`src/rtl/mode_ctrl_pkg.sv`:
```
// Shared mode encodings and sequencer state for mode_ctrl and the mode-banked
// consumers: the flag file and the decode stage.
package mode_ctrl_pkg;

  localparam int NUM_IRQ_DEF = 4;
  localparam int PC_W_DEF    = 16;

  localparam logic [1:0] MODE_BOOT = 2'b00;
  localparam logic [1:0] MODE_USER = 2'b01;
  localparam logic [1:0] MODE_INTR = 2'b10;

  typedef enum logic [2:0] {
    ST_BOOT  = 3'd0,
    ST_USER  = 3'd1,
    ST_ENTER = 3'd2,
    ST_INTR  = 3'd3,
    ST_EXIT  = 3'd4
  } state_t;

endpackage

```
`src/rtl/mode_ctrl_if.sv`:
```
// Bus between mode_ctrl, the interrupt sources and the fetch/PC stage.
// slave is the sequencer's view. master is the environment's view.
interface mode_ctrl_if #(
  parameter int NUM_IRQ = 4,
  parameter int PC_W    = 16
);
  logic               boot_done;
  logic [NUM_IRQ-1:0] irq;
  logic [NUM_IRQ-1:0] irq_mask;
  logic               stall;
  logic [PC_W-1:0]    pc_in;
  logic               rti;
  logic [1:0]         Mode;
  logic               redirect;
  logic [PC_W-1:0]    redirect_pc;
  logic [NUM_IRQ-1:0] irq_ack;
  logic [PC_W-1:0]    epc;
  logic [NUM_IRQ-1:0] pending;

  modport slave (
    input  boot_done, irq, irq_mask, stall, pc_in, rti,
    output Mode, redirect, redirect_pc, irq_ack, epc, pending
  );

  modport master (
    output boot_done, irq, irq_mask, stall, pc_in, rti,
    input  Mode, redirect, redirect_pc, irq_ack, epc, pending
  );
endinterface

```
`src/rtl/mode_ctrl_irq_prio_enc.sv`:
```
// Lowest-index-wins priority encoder: (pending & mask) -> {valid, index}.
module irq_prio_enc #(
  parameter int N     = 4,
  parameter int IDX_W = (N > 1) ? $clog2(N) : 1
) (
  input  logic [N-1:0]     req,
  input  logic [N-1:0]     mask,
  output logic             valid,
  output logic [IDX_W-1:0] idx
);
  logic [N-1:0] act;

  assign act   = req & mask;
  assign valid = |act;

  // Scan from the top down so the lowest set index is written last.
  always_comb begin
    idx = '0;
    for (int i = N - 1; i >= 0; i--) begin
      if (act[i]) idx = IDX_W'(i);
    end
  end
endmodule

```
`src/rtl/mode_ctrl.sv`:
```
// Processor mode sequencer: BOOT/USER/INTR lifecycle, single-level interrupt
// entry and RTI return. Every output is registered.
module mode_ctrl
  import mode_ctrl_pkg::*;
#(
  parameter int          NUM_IRQ    = NUM_IRQ_DEF,
  parameter int          PC_W       = PC_W_DEF,
  parameter int unsigned VEC_BASE   = 16'h0010,
  parameter int unsigned VEC_STRIDE = 4
) (
  input  logic        clk,
  input  logic        rst,
  mode_ctrl_if.slave  bus
);
  localparam int IDX_W = (NUM_IRQ > 1) ? $clog2(NUM_IRQ) : 1;

  state_t             state;
  logic [1:0]         mode_q;
  logic               redirect_q;
  logic [PC_W-1:0]    redirect_pc_q;
  logic [NUM_IRQ-1:0] ack_q;
  logic [PC_W-1:0]    epc_q;
  logic [NUM_IRQ-1:0] pending_q;
  logic [NUM_IRQ-1:0] irq_q;

  logic [NUM_IRQ-1:0] rise;
  logic               sel_vld;
  logic [IDX_W-1:0]   sel;
  logic [NUM_IRQ-1:0] sel_oh;
  logic [PC_W-1:0]    vec_pc;

  irq_prio_enc #(.N(NUM_IRQ), .IDX_W(IDX_W)) u_prio (
    .req   (pending_q),
    .mask  (bus.irq_mask),
    .valid (sel_vld),
    .idx   (sel)
  );

  assign rise   = bus.irq & ~irq_q;
  assign sel_oh = NUM_IRQ'(1) << sel;
  assign vec_pc = PC_W'(VEC_BASE) + PC_W'(VEC_STRIDE) * PC_W'(sel);

  always_ff @(posedge clk) begin
    if (rst) begin
      state         <= ST_BOOT;
      mode_q        <= MODE_BOOT;
      redirect_q    <= 1'b0;
      redirect_pc_q <= '0;
      ack_q         <= '0;
      epc_q         <= '0;
      pending_q     <= '0;
      irq_q         <= '0;
    end else begin
      irq_q      <= bus.irq;
      redirect_q <= 1'b0;
      ack_q      <= '0;
      // A fresh edge is OR'd in after any clear, so a set beats a same-cycle clear.
      pending_q  <= pending_q | rise;
      case (state)
        ST_BOOT: begin
          pending_q <= '0;
          if (bus.boot_done) begin
            state  <= ST_USER;
            mode_q <= MODE_USER;
          end
        end
        ST_USER: begin
          if (sel_vld && !bus.stall) begin
            state         <= ST_ENTER;
            mode_q        <= MODE_INTR;
            epc_q         <= bus.pc_in;
            pending_q     <= (pending_q & ~sel_oh) | rise;
            redirect_q    <= 1'b1;
            redirect_pc_q <= vec_pc;
            ack_q         <= sel_oh;
          end
        end
        ST_ENTER: state <= ST_INTR;
        ST_INTR: begin
          if (bus.rti && !bus.stall) begin
            state         <= ST_EXIT;
            redirect_q    <= 1'b1;
            redirect_pc_q <= epc_q;
          end
        end
        ST_EXIT: begin
          state  <= ST_USER;
          mode_q <= MODE_USER;
        end
        default: begin
          state  <= ST_BOOT;
          mode_q <= MODE_BOOT;
        end
      endcase
    end
  end

  assign bus.Mode        = mode_q;
  assign bus.redirect    = redirect_q;
  assign bus.redirect_pc = redirect_pc_q;
  assign bus.irq_ack     = ack_q;
  assign bus.epc         = epc_q;
  assign bus.pending     = pending_q;
endmodule

```
`src/flat_wrapper.sv`:
```
// flat-port wrapper written by rule: the top's interface ports become plain ports
module mode_ctrl_flat import mode_ctrl_pkg::*;
#(
  parameter int          NUM_IRQ    = NUM_IRQ_DEF,
  parameter int          PC_W       = PC_W_DEF,
  parameter int unsigned VEC_BASE   = 16'h0010,
  parameter int unsigned VEC_STRIDE = 4
)
  (clk, rst, bus_boot_done, bus_irq, bus_irq_mask, bus_stall, bus_pc_in, bus_rti, bus_Mode, bus_redirect, bus_redirect_pc, bus_irq_ack, bus_epc, bus_pending);
  mode_ctrl_if #(.NUM_IRQ(NUM_IRQ), .PC_W(PC_W)) bus_i ();
  input  logic clk;
  input  logic rst;
  input wire logic [$bits(bus_i.boot_done)-1:0] bus_boot_done;
  input wire logic [$bits(bus_i.irq)-1:0] bus_irq;
  input wire logic [$bits(bus_i.irq_mask)-1:0] bus_irq_mask;
  input wire logic [$bits(bus_i.stall)-1:0] bus_stall;
  input wire logic [$bits(bus_i.pc_in)-1:0] bus_pc_in;
  input wire logic [$bits(bus_i.rti)-1:0] bus_rti;
  output wire logic [$bits(bus_i.Mode)-1:0] bus_Mode;
  output wire logic [$bits(bus_i.redirect)-1:0] bus_redirect;
  output wire logic [$bits(bus_i.redirect_pc)-1:0] bus_redirect_pc;
  output wire logic [$bits(bus_i.irq_ack)-1:0] bus_irq_ack;
  output wire logic [$bits(bus_i.epc)-1:0] bus_epc;
  output wire logic [$bits(bus_i.pending)-1:0] bus_pending;
  assign bus_i.boot_done = bus_boot_done;
  assign bus_i.irq = bus_irq;
  assign bus_i.irq_mask = bus_irq_mask;
  assign bus_i.stall = bus_stall;
  assign bus_i.pc_in = bus_pc_in;
  assign bus_i.rti = bus_rti;
  assign bus_Mode = bus_i.Mode;
  assign bus_redirect = bus_i.redirect;
  assign bus_redirect_pc = bus_i.redirect_pc;
  assign bus_irq_ack = bus_i.irq_ack;
  assign bus_epc = bus_i.epc;
  assign bus_pending = bus_i.pending;
  mode_ctrl #(.NUM_IRQ(NUM_IRQ), .PC_W(PC_W), .VEC_BASE(VEC_BASE), .VEC_STRIDE(VEC_STRIDE)) u_core (.clk(clk), .rst(rst), .bus(bus_i));
endmodule
```
`config.mk`:
```
export PLATFORM = sky130hd
export DESIGN_NAME = mode_ctrl_flat
export DESIGN_NICKNAME = d
export VERILOG_FILES = /design/src/rtl/mode_ctrl_pkg.sv /design/src/rtl/mode_ctrl_if.sv /design/src/rtl/mode_ctrl_irq_prio_enc.sv /design/src/rtl/mode_ctrl.sv /design/src/flat_wrapper.sv
export SDC_FILE = /design/constraint.sdc
export NUM_CORES = 1
export LEC_CHECK = 0
export BUFFER_PORTS_ARGS = -buffer_cell sky130_fd_sc_hd__buf_2
export CAP_MARGIN = 5
export CORE_MARGIN = 2
export CORE_UTILIZATION = 50
export DETAILED_ROUTE_END_ITERATION = 10
export HOLD_SLACK_MARGIN = 0.12
export PLACE_DENSITY = 0.83
export SLEW_MARGIN = 30
export SYNTH_ARGS = -nofsm -noshare
export SYNTH_HDL_FRONTEND = slang
export SYNTH_HIERARCHICAL = 1
export SYNTH_SLANG_ARGS = --single-unit
```
`constraint.sdc`:
```
create_clock -name clk -period 1.9 [get_ports clk]
set_input_delay 0.475 -clock clk [delete_from_list [all_inputs] [get_ports clk]]
set_output_delay 0.475 -clock clk [all_outputs]
set_load 0.005 [all_outputs]
```
==> results of run 1 <==
[flip-flops by register name, indices dropped and copies added (netlist names)]
name and count:
u_core/bus.epc 16, u_core/bus.redirect_pc 16, u_core/bus.irq_ack 4, u_core/bus.pending 4
u_core/irq_q 4, u_core/state 3, u_core/bus.Mode 2, u_core/bus.redirect 1
[power breakdown]
group	internal, W	switching, W	total [W]
Clock	0.000252	0.000331	0.000582
Combinational	0.000112	0.000132	0.000244
Sequential	0.00107	0.0000203	0.00109
Total	0.00143	0.000483	0.00192
[critical path: stages (launching register included)]
cell     delay [ps]
dfxtp_1         380
a22oi_1         120
nand2_1         200
or4b_4          510
o31ai_1         210
a21oi_1         100
[stage by stage]
step                area, um2  std cells  worst slack [ps]
finish                   2664        346             271.7
global route             2664        346             115.9
CTS                      2664        346             287.9
detailed placement       2580        339             107.8
global placement         2580        339             158.8
floorplan                2186        227             312.2
[cell usage after synthesis, types with 2 or more instances]
library cell / n
buf_6: 3
nor3_1: 5
nand3b_1: 2
inv_1: 2
buf_4: 2
nor2b_1: 5
nand2_1: 3
a21oi_1: 21
a31oi_1: 2
a32oi_1: 2
o21ai_1: 6
dfxtp_1: 50
mux2i_1: 20
buf_2: 4
o21ai_0: 13
clkbuf_1: 8
nand2b_1: 39
nor2_1: 3
a211oi_1: 4
nand4_1: 14
[final cells by class]
class	instances	area, um2
Fill cell	364	1630
Multi-Input combinational cell	157	1074
Sequential cell	50	1001
Timing Repair Buffer	78	432.9
Clock buffer	5	68.82
Tap cell	52	65.06
Clock inverter	2	15.01
Inverter	2	7.507
[final timing paths]
check	from	end	slack (ps)
max	u_core/bus.pending[2]	u_core/bus.pending[0]	270
min	bus_irq[0]	u_core/irq_q[0]	410
min reg2reg	u_core/bus.redirect_pc[1]	u_core/bus.redirect_pc[1]	480
max reg2reg	u_core/bus.pending[2]	u_core/bus.pending[0]	270
[routing by layer]
metal	vias to the layer above	part of all wire	track usage	routed length [um]
met5	-	0	0	0
met4	0	0.012	0.07265	57
met3	5	0.046	0.03319	215
met2	52	0.45	0.2921	2120
met1	845	0.49	0.2792	2285
li1	945	-	-	-
[cell families (layout without fill, tap and decap cells)]
group	after synthesis	after routing	synth area share
compound gates	52	52	0.1357
flops	50	50	0.4579
simple gates	84	84	0.2587
mux	21	21	0.09674
buf+inv	20	87	0.05094
==> results.md, run 1 <==
- Post-synth EDFFs: 0
- Mapped cell area: 2186 um2
- Tot GR Track Use: 0.1943
- Syn Area/Cell: 9.629 um2
- Commonest non-fill, non-tap cell in the layout: buf_2
- Syn Nets: roughly 260
- Via Count: ~1800
- DRT Pass-1 Iters: 4
- Flops & latches, synth: 50
- Iter 0 DRT Violations: ~120
- First-pass GRT wire length: 7845 um
- Top-area cell type share of the netlist area: 0.4579
- Async SR Flop Fraction: 0
- Min Tclk post-route: 1628 ps
- Synth area leader: dfxtp_1
- Sequential-to-total area share from yosys stat: 0.4579
- Most frequent cells in the layout: buf_2, dfxtp_1, nand2b_1, a21oi_1, mux2i_1
- Final Max Slew Viols: 0
- Via-to-Cell Ratio: between 5 and 6
- I/O pin cnt: between 70 and 80
- Initial antenna violation count: 0
- Post-synthesis cell count: ~230
- Crit path max fanout: 5
- Max VDD drop: about 430 uV
- Synth unique cells: 39
- Unrepaired setup endpoints after global routing: false
- Clock buffer count from CTS: 5
- Hold buffers post-CTS: 0
- Residual DRC count: 0
- Initial Util: 0.5090
- Measured slew at the worst slew-check pin: 506.5 ps
- Vias in the first global route: roughly 1700
- Clk slew on worst S/H paths: 80 ps
- Worst Hold Class: input port to flop
- R2R cell count: 5
- P_leak: between 1 and 1.5 nW
- Power density over cell area: approximately 700 nW/um2
- Clk sinks: 50
- Core Rows: 24
- Post_cts resized: 0
- CTS tree: built
- WL/cell: ~14 um
- Die ar.: 4917 um2
- WS Path Type: flop to flop
- Antenna Cells: 0
- Congestion Overflow GR: 0
- YS warnings: 6
- Final total power: ~0.0019 W
- Hpwl dp: approximately 3400 um
- Setup TNS: 0 ps
- Top_reg_cell synth: dfxtp_1
- CP startpoint kind: flop
- Nets: 323
- Final hold slack: roughly 410 ps
- Post-Route WL: about 4700 um
- Status: finished, final reports clean
- Final period utilization: 0.8570
- Relative slew slack: 0.6619
- Root buf cell: clkbuf_8
- Setup Viol. Count Final: 0
- Clock latency on the worst-skew pair: ~300 ps
- IO Port Bufs: slightly above 70
- Hold Path Cell Cnt: 2
- WP data required: 2080 ps
- CTS H-Tree Depth: 2
- Endpoint class of the critical path: flop
- Clock Path Buffers: 2
- Worst Clk Skew: between 10 and 15 ps
- Core area: ~4300 um2
- Die width: 70.12 um
- Pin count of the biggest net entering global routing: just over 50
- Final core occ: 0.6203
- Post CTS Setup Buffer Count: 0
- Syn-to-layout area delta: 21.87%
- GPL Wtd Cong: approximately 0.8
- Fmax achieved: about 600 MHz
- Share of layout cells above drive strength 1: 0.3129
- Antenna Violating Nets Remaining: 0
- Die Height: 70.12 um
- Max-cap viol count: 0
- Crit path DAT: 1810 ps
- Synth top area cells: dfxtp_1, nand2b_1, mux2i_1
- Fin. Hold Viols: 0
No activity file was read; power rests on OpenSTA's default activity.
==> inputs of run 2 (changes only) <==
--- a/config.mk
+++ b/config.mk
@@ -8,12 +8,11 @@
 export BUFFER_PORTS_ARGS = -buffer_cell sky130_fd_sc_hd__buf_2
 export CAP_MARGIN = 5
 export CORE_MARGIN = 2
-export CORE_UTILIZATION = 50
+export CORE_UTILIZATION = 47
 export DETAILED_ROUTE_END_ITERATION = 10
 export HOLD_SLACK_MARGIN = 0.12
-export PLACE_DENSITY = 0.83
+export PLACE_DENSITY = 0.82
 export SLEW_MARGIN = 30
 export SYNTH_ARGS = -nofsm -noshare
 export SYNTH_HDL_FRONTEND = slang
-export SYNTH_HIERARCHICAL = 1
 export SYNTH_SLANG_ARGS = --single-unit
==> results.md, run 2 <==
- Top_reg_cell synth: dfxtp_1
- Fin. Hold Viols: 0
- Via-to-Cell Ratio: ~5.2
- Root buf cell: clkbuf_8
- Die Height: roughly 67 um
- Congestion Overflow GR: 0
- Worst setup startpoint: u_core.bus.pending[1]
- CP bufs+invs: 1
- GPL Wtd Cong: roughly 0.90
- YS warnings: 0
- Clk sinks: 50
- Max-cap viol count: 0
- P_leak: 1.100 nW
- First-pass GRT wire length: roughly 6300 um
- Mapped cell area: roughly 1800 um2
- Syn Area/Cell: about 10 um2
- Antenna Cells: 0
- Synth top area cells: dfxtp_1, mux2i_1, a22o_1
- Top delay family on crit path: simple AND/OR/NAND/NOR gates
- Tot GR Track Use: 0.1881
- Post-synthesis cell count: ~180
- Post CTS Setup Buffer Count: 0
- NetSw: 0.0005014 W
- Final hold slack: between 300 and 400 ps
- WS Path Type: flop to flop
- Number of stages on the worst setup path: 5
- Internal Power: ~0.0016 W
- Antenna Violating Nets Remaining: 0
- Max VDD drop: between 700 and 800 uV
- Worst stage delay on the critical path: about 520 ps
- Measured slew at the worst slew-check pin: 470.2 ps
- Core Rows: 22
- Core area: roughly 3700 um2
- Sequential-to-total area share from yosys stat: 0.5431
- Clock buffer count from CTS: 5
- Synth area leader: dfxtp_1
- Area occupied by multi-input gates: between 700 and 800 um2
- Async SR Flop Fraction: 0
- Initial Util: 0.4960
- Commonest non-fill, non-tap cell in the layout: buf_2
- Residual DRC count: 0
- Die width: ~67 um
- WP data required: roughly 2100 ps
- Synth Area in Adders: 0
- WL/cell: roughly 13 um
- Unrepaired setup endpoints after global routing: false
- Nets: 289
- Reg area: 1001 um2
- Simple-gate area share of the yosys netlist: 0.1819
- Power density over cell area: 865.2 nW/um2
- Post-Route WL: about 4000 um
- Hold buffers post-CTS: 0
- Internal reg-to-reg setup slack: 120 ps
- Compound-Gate Fraction of Synth Area: 0.1514
- Crit path max fanout: 5
- Pin count of the biggest net entering global routing: 26
- Most frequent cells in the layout: buf_2, dfxtp_1, nor2_1, mux2i_1, a22o_1
- Setup WS pre-CTS: -60.42 ps
- IO Port Bufs: 71
- Min Tclk post-route: between 1500 and 2000 ps
- Mux share of post-synthesis cell area: 0.09301
- Top-area cell type share of the netlist area: 0.5431
- Fin worst setup slack: ~120 ps
- Crit path DAT: 1970 ps
- Clock Path Buffers: 2
- DRT Pass-1 Iters: 4
- Fmax achieved: approximately 560 MHz
- Syn-to-layout area delta: 31.91%
- Worst setup path endpoint: u_core.state[1]
- Reg2reg start: u_core.bus.pending[1]
- Vias in the first global route: roughly 1400
- Post-synth EDFFs: 0
- Main combinational cell family by area after synthesis: simple AND/OR/NAND/NOR gates
- Syn Nets: ~210
- Endpoint class of the critical path: flop
- Switching Fraction: 0.2384
- Setup Viol. Count Final: 0
- Via Count: between 1500 and 2000
- Comb power frac: 0.128
- Top post-synthesis cells by count: dfxtp_1, nor2_1, mux2i_1
- Clock latency on the worst-skew pair: between 200 and 300 ps
- Iter 0 DRT Violations: roughly 90
- R2R Path End: u_core.state[1]
- Share of layout cells above drive strength 1: 0.3793
- Worst Hold Class: input port to flop
- Flops & latches, synth: 50
- Final period utilization: 0.9346
- DP Area: 2317 um2
- Finished Cell Area: 2431 um2
- CP startpoint kind: flop
- Reg power frac: 0.524
- Hpwl dp: 3001 um
- Status: finished, final reports clean
- Post_cts resized: 0
- Slowest CP cell: or4b_1
- Worst Clk Skew: 8.653 ps
- CP cell instances: a222oi_1 -> buf_4 -> a21oi_1 -> or4b_1 -> and3_1
- CTS tree: built
- XOR/XNOR share of the synthesized area: 0
- R2R cell count: 5
- Initial antenna violation count: 0
- Layout fillers: 302
- I/O pin cnt: just over 70
- Final Max Slew Viols: 0
- CTS H-Tree Depth: 2
- Most frequent cell after synthesis: dfxtp_1
- Synth unique cells: 36
- Clk slew on worst S/H paths: approximately 90 ps
- Clock power frac: 0.348
- Relative slew slack: 0.6865
- Die ar.: 4438 um2
[run 2: logic make-up (layout without fill, tap and decap cells)]
logic type	after synthesis	count (layout)
AND/OR/NAND/NOR	65	65
AO/OA/AOI/OAI	37	37
flip-flops	50	50
multiplexers	17	17
buffers and inverters	10	92
[run 2: metrics by stage]
| stage | TNS, ps | std cells | power (W) | utilization |
|---|---|---|---|---|
| 5_1_grt | 0 | 309 | 0.002203 | 0.6542 |
| 2_1_floorplan | -131.6 | 179 | 0.001284 | - |
| 4_1_cts | 0 | 309 | 0.002120 | 0.6542 |
| 6_report | 0 | 309 | 0.002103 | 0.6542 |
| 3_5_place_dp | -68.62 | 301 | 0.001396 | 0.6236 |
| 3_3_place_gp | -12.78 | 301 | 0.001390 | 0.6236 |
[run 2: final cells by class]
class	count	share of cell area
timing repair buffer	84	0.1915
clock inverter	3	0.01853
tap	48	0.02470
clock buffer	5	0.02831
multi-input combinational	119	0.3253
sequential	50	0.4117
[run 2: worst min-delay path by stage]
stage / start / endpoint / slack, ps / cells after the start
final: bus_boot_done / u_core.bus.Mode[1] / 390 / 2
after global routing: bus_boot_done / u_core.bus.Mode[1] / 390 / 2
after CTS: bus_boot_done / u_core.bus.Mode[1] / 390 / 2
after detailed placement: u_core.bus.redirect_pc[10] / u_core.bus.redirect_pc[10] / 460 / 1
after global placement: u_core.bus.redirect_pc[14] / u_core.bus.redirect_pc[14] / 460 / 1
after floorplan: u_core.irq_q[2] / u_core.bus.pending[2] / 460 / 2
[run 2: per-layer routing]
layer | share of wire | track usage | up-vias | wire (um)
li1 | - | - | 803 | -
met1 | 0.44 | 0.2328 | 761 | 1765
met2 | 0.49 | 0.3138 | 51 | 1978
met3 | 0.050 | 0.04392 | 4 | 202
met4 | 0.014 | 0.07653 | 0 | 58
met5 | 0 | 0 | - | 0
[run 2: power by group through the flow]
stage	Combinational, W	Clock [W]	Sequential [W]
final	0.000269	0.000732	0.00110
after global routing	0.000298	0.000797	0.00111
after CTS	0.000269	0.000748	0.00110
after detailed placement	0.000268	0	0.00113
after global placement	0.000264	0	0.00113
after floorplan	0.000157	0	0.00113
==> inputs of run 3 (changes only) <==
--- a/config.mk
+++ b/config.mk
@@ -5,10 +5,11 @@
 export SDC_FILE = /design/constraint.sdc
 export NUM_CORES = 1
 export LEC_CHECK = 0
+export ABC_AREA = 1
 export BUFFER_PORTS_ARGS = -buffer_cell sky130_fd_sc_hd__buf_2
 export CAP_MARGIN = 5
 export CORE_MARGIN = 2
-export CORE_UTILIZATION = 47
+export CORE_UTILIZATION = 48
 export DETAILED_ROUTE_END_ITERATION = 10
 export HOLD_SLACK_MARGIN = 0.12
 export PLACE_DENSITY = 0.82
==> results.md, run 3 <==
- First-pass GRT wire length: about 7100 um
- Min Tclk post-route: between 1500 and 2000 ps
- Fmax achieved: 603.7 MHz
- Crit path DAT: 1860 ps
- Final period utilization: 0.8717
- Nets: 347
- Commonest non-fill, non-tap cell in the layout: buf_2
- DP Area: 2357 um2
- CTS H-Tree Depth: 2
- Top_reg_cell synth: dfxtp_1
- Final total power: 0.002023 W
- Post-synthesis cell count: roughly 250
- Final Max Slew Viols: 0
- Synth top area cells: dfxtp_1, nand3_1, a21oi_1
- Initial antenna violation count: 0
- Slowest CP cell: dfxtp_1
- Flops & latches, synth: 50
- Clk sinks: 50
- Status: finished, final reports clean
- Area occupied by multi-input gates: approximately 840 um2
- Initial Util: 0.4980
- Synth Area in Adders: 0
- Mux share of post-synthesis cell area: 0
- Congestion Overflow GR: 0
- Top post-synthesis cells by count: dfxtp_1, nand3_1, a21oi_1
- Measured slew at the worst slew-check pin: between 600 and 700 ps
- WL/cell: approximately 13 um
- Residual DRC count: 0
- Compound-Gate Fraction of Synth Area: 0.1294
- CTS tree: built
- Top-area cell type share of the netlist area: 0.5025
- Setup TNS: 0 ps
- Most frequent cells in the layout: buf_2, dfxtp_1, nand3_1, a21oi_1, nand2_1
- Mapped cell area: about 2000 um2
- Worst stage delay on the critical path: 330 ps
- GPL Wtd Cong: 0.9587
- Antenna Cells: 0
- Core Rows: 23
- Hpwl dp: ~3300 um
- Die Height: 68.42 um
- Fin worst setup slack: roughly 240 ps
- Core area: between 4000 and 5000 um2
- Worst Hold Class: input port to flop
- Simple-gate area share of the yosys netlist: 0.2927
- P_leak: approximately 1.2 nW
- Async SR Flop Fraction: 0
- Via-to-Cell Ratio: 5.125
- XOR/XNOR share of the synthesized area: 0
- Share of layout cells above drive strength 1: 0.3072
- Syn Area/Cell: between 7 and 8 um2
- WP data required: 2110 ps
- Power density over cell area: ~830 nW/um2
- Reg area: ~1000 um2
- Root buf cell: clkbuf_8
- DRT Pass-1 Iters: 4
- Hold buffers post-CTS: 0
- Worst Clk Skew: roughly 10 ps
- Pin count of the biggest net entering global routing: 36
- Max-cap viol count: 0
- Syn-to-layout area delta: 22.68%
- Die width: roughly 68 um
- WS Path Type: flop to flop
- Setup Viol. Count Final: 0
- Fin. Hold Viols: 0
- Setup WS pre-CTS: around 230 ps
- Main combinational cell family by area after synthesis: simple AND/OR/NAND/NOR gates
- CP startpoint kind: flop
- Clock Path Buffers: 2
- Layout fillers: about 370
- Synth area leader: dfxtp_1
- Post-synth EDFFs: 0
- Die ar.: 4681 um2
- Clk slew on worst S/H paths: approximately 90 ps
- Endpoint class of the critical path: flop
- Post CTS Setup Buffer Count: 0
- Via Count: around 1900
- Antenna Violating Nets Remaining: 0
- CP cell instances: inv_1 -> nor2_2 -> nand2_2 -> inv_2 -> nand2_2 -> o21ai_0 -> o21bai_1 -> inv_1
- Post-Route WL: between 4000 and 5000 um
- IO Port Bufs: approximately 70
- Max VDD drop: 475.2 uV
- Tot GR Track Use: 0.2048
- Most frequent cell after synthesis: dfxtp_1
- Relative slew slack: 0.5847
- Vias in the first global route: between 1500 and 2000
- Clock buffer count from CTS: 5
- Finished Cell Area: 2444 um2
- Sequential-to-total area share from yosys stat: 0.5025
- Syn Nets: roughly 280
- Final hold slack: 381.3 ps
- Synth unique cells: 24
- I/O pin cnt: 72
- Unrepaired setup endpoints after global routing: false
- Iter 0 DRT Violations: 124
- Post_cts resized: 0
- YS warnings: 0
- Clock latency on the worst-skew pair: ~310 ps
- Crit path max fanout: 17
==> run 3: changes by cell type after synthesis, sizes merged, moves of 5 or more <==
cell | previous run | this run
a21oi | 13 | 37
a22o | 13 | 0
inv | 0 | 20
mux2i | 16 | 0
nand2 | 9 | 42
nand3 | 3 | 43
nor2b | 10 | 0
o21ai | 2 | 7
==> run 3: layer usage <==
metal  routed length, um  vias to the layer above  GRT usage
met1                1974                      857     0.2365
met3                 274                       10    0.05263
met5                   0                        -          0
met4                  89                        0    0.08500
li1                    -                      965          -
met2                2286                       59     0.3558
==> run 3: cells by family after synthesis <==
kind of cell,count (synthesis)
flip-flops,50
buffers and inverters,32
AND/OR/NAND/NOR,118
AO/OA/AOI/OAI,49
==> run 3: area by class of cell <==
type,instances,area share
flip-flops and latches,50,0.4096
multi-input cells,167,0.3441
clock buffers,6,0.02970
inverters,20,0.03072
well taps,50,0.02560
clock inverters,2,0.005632
repair buffers,74,0.1546
==> run 3: per-stage QoR <==
| step | util | instances |
|---|---|---|
| finish | 0.6109 | 369 |
| floorplan | - | 249 |
| CTS | 0.6109 | 369 |
| detailed placement | 0.5893 | 361 |
| global route | 0.6109 | 369 |
| global placement | 0.5893 | 361 |
==> run 3: worst paths after layout <==
| path | startpoint | to | slack (ps) | depth (start not counted) |
|---|---|---|---|---|
| hold / removal | bus_irq[3] | u_core.irq_q[3] | 380 | 3 |
| setup reg to reg | u_core.state[1] | u_core.bus.redirect_pc[4] | 240 | 8 |
| hold reg to reg | u_core.bus.Mode[0] | u_core.bus.Mode[0] | 470 | 2 |
| setup / recovery | u_core.state[1] | u_core.bus.redirect_pc[4] | 240 | 8 |
==> run 3: power by group <==
part / leakage (nW) / internal (W) / switching, W
sequential: 0.405 / 0.00109 / 0.0000246
combinational: 0.701 / 0.000112 / 0.000196
clock: 0.0452 / 0.000260 / 0.000345
==> run 3: critical path: cells and delay by family, from the launching register on <==
kind	cells	cell delay [ps]
AO/OA/AOI/OAI	2	330
buffers and inverters	3	370
AND/OR/NAND/NOR	3	530
flip-flops	1	330
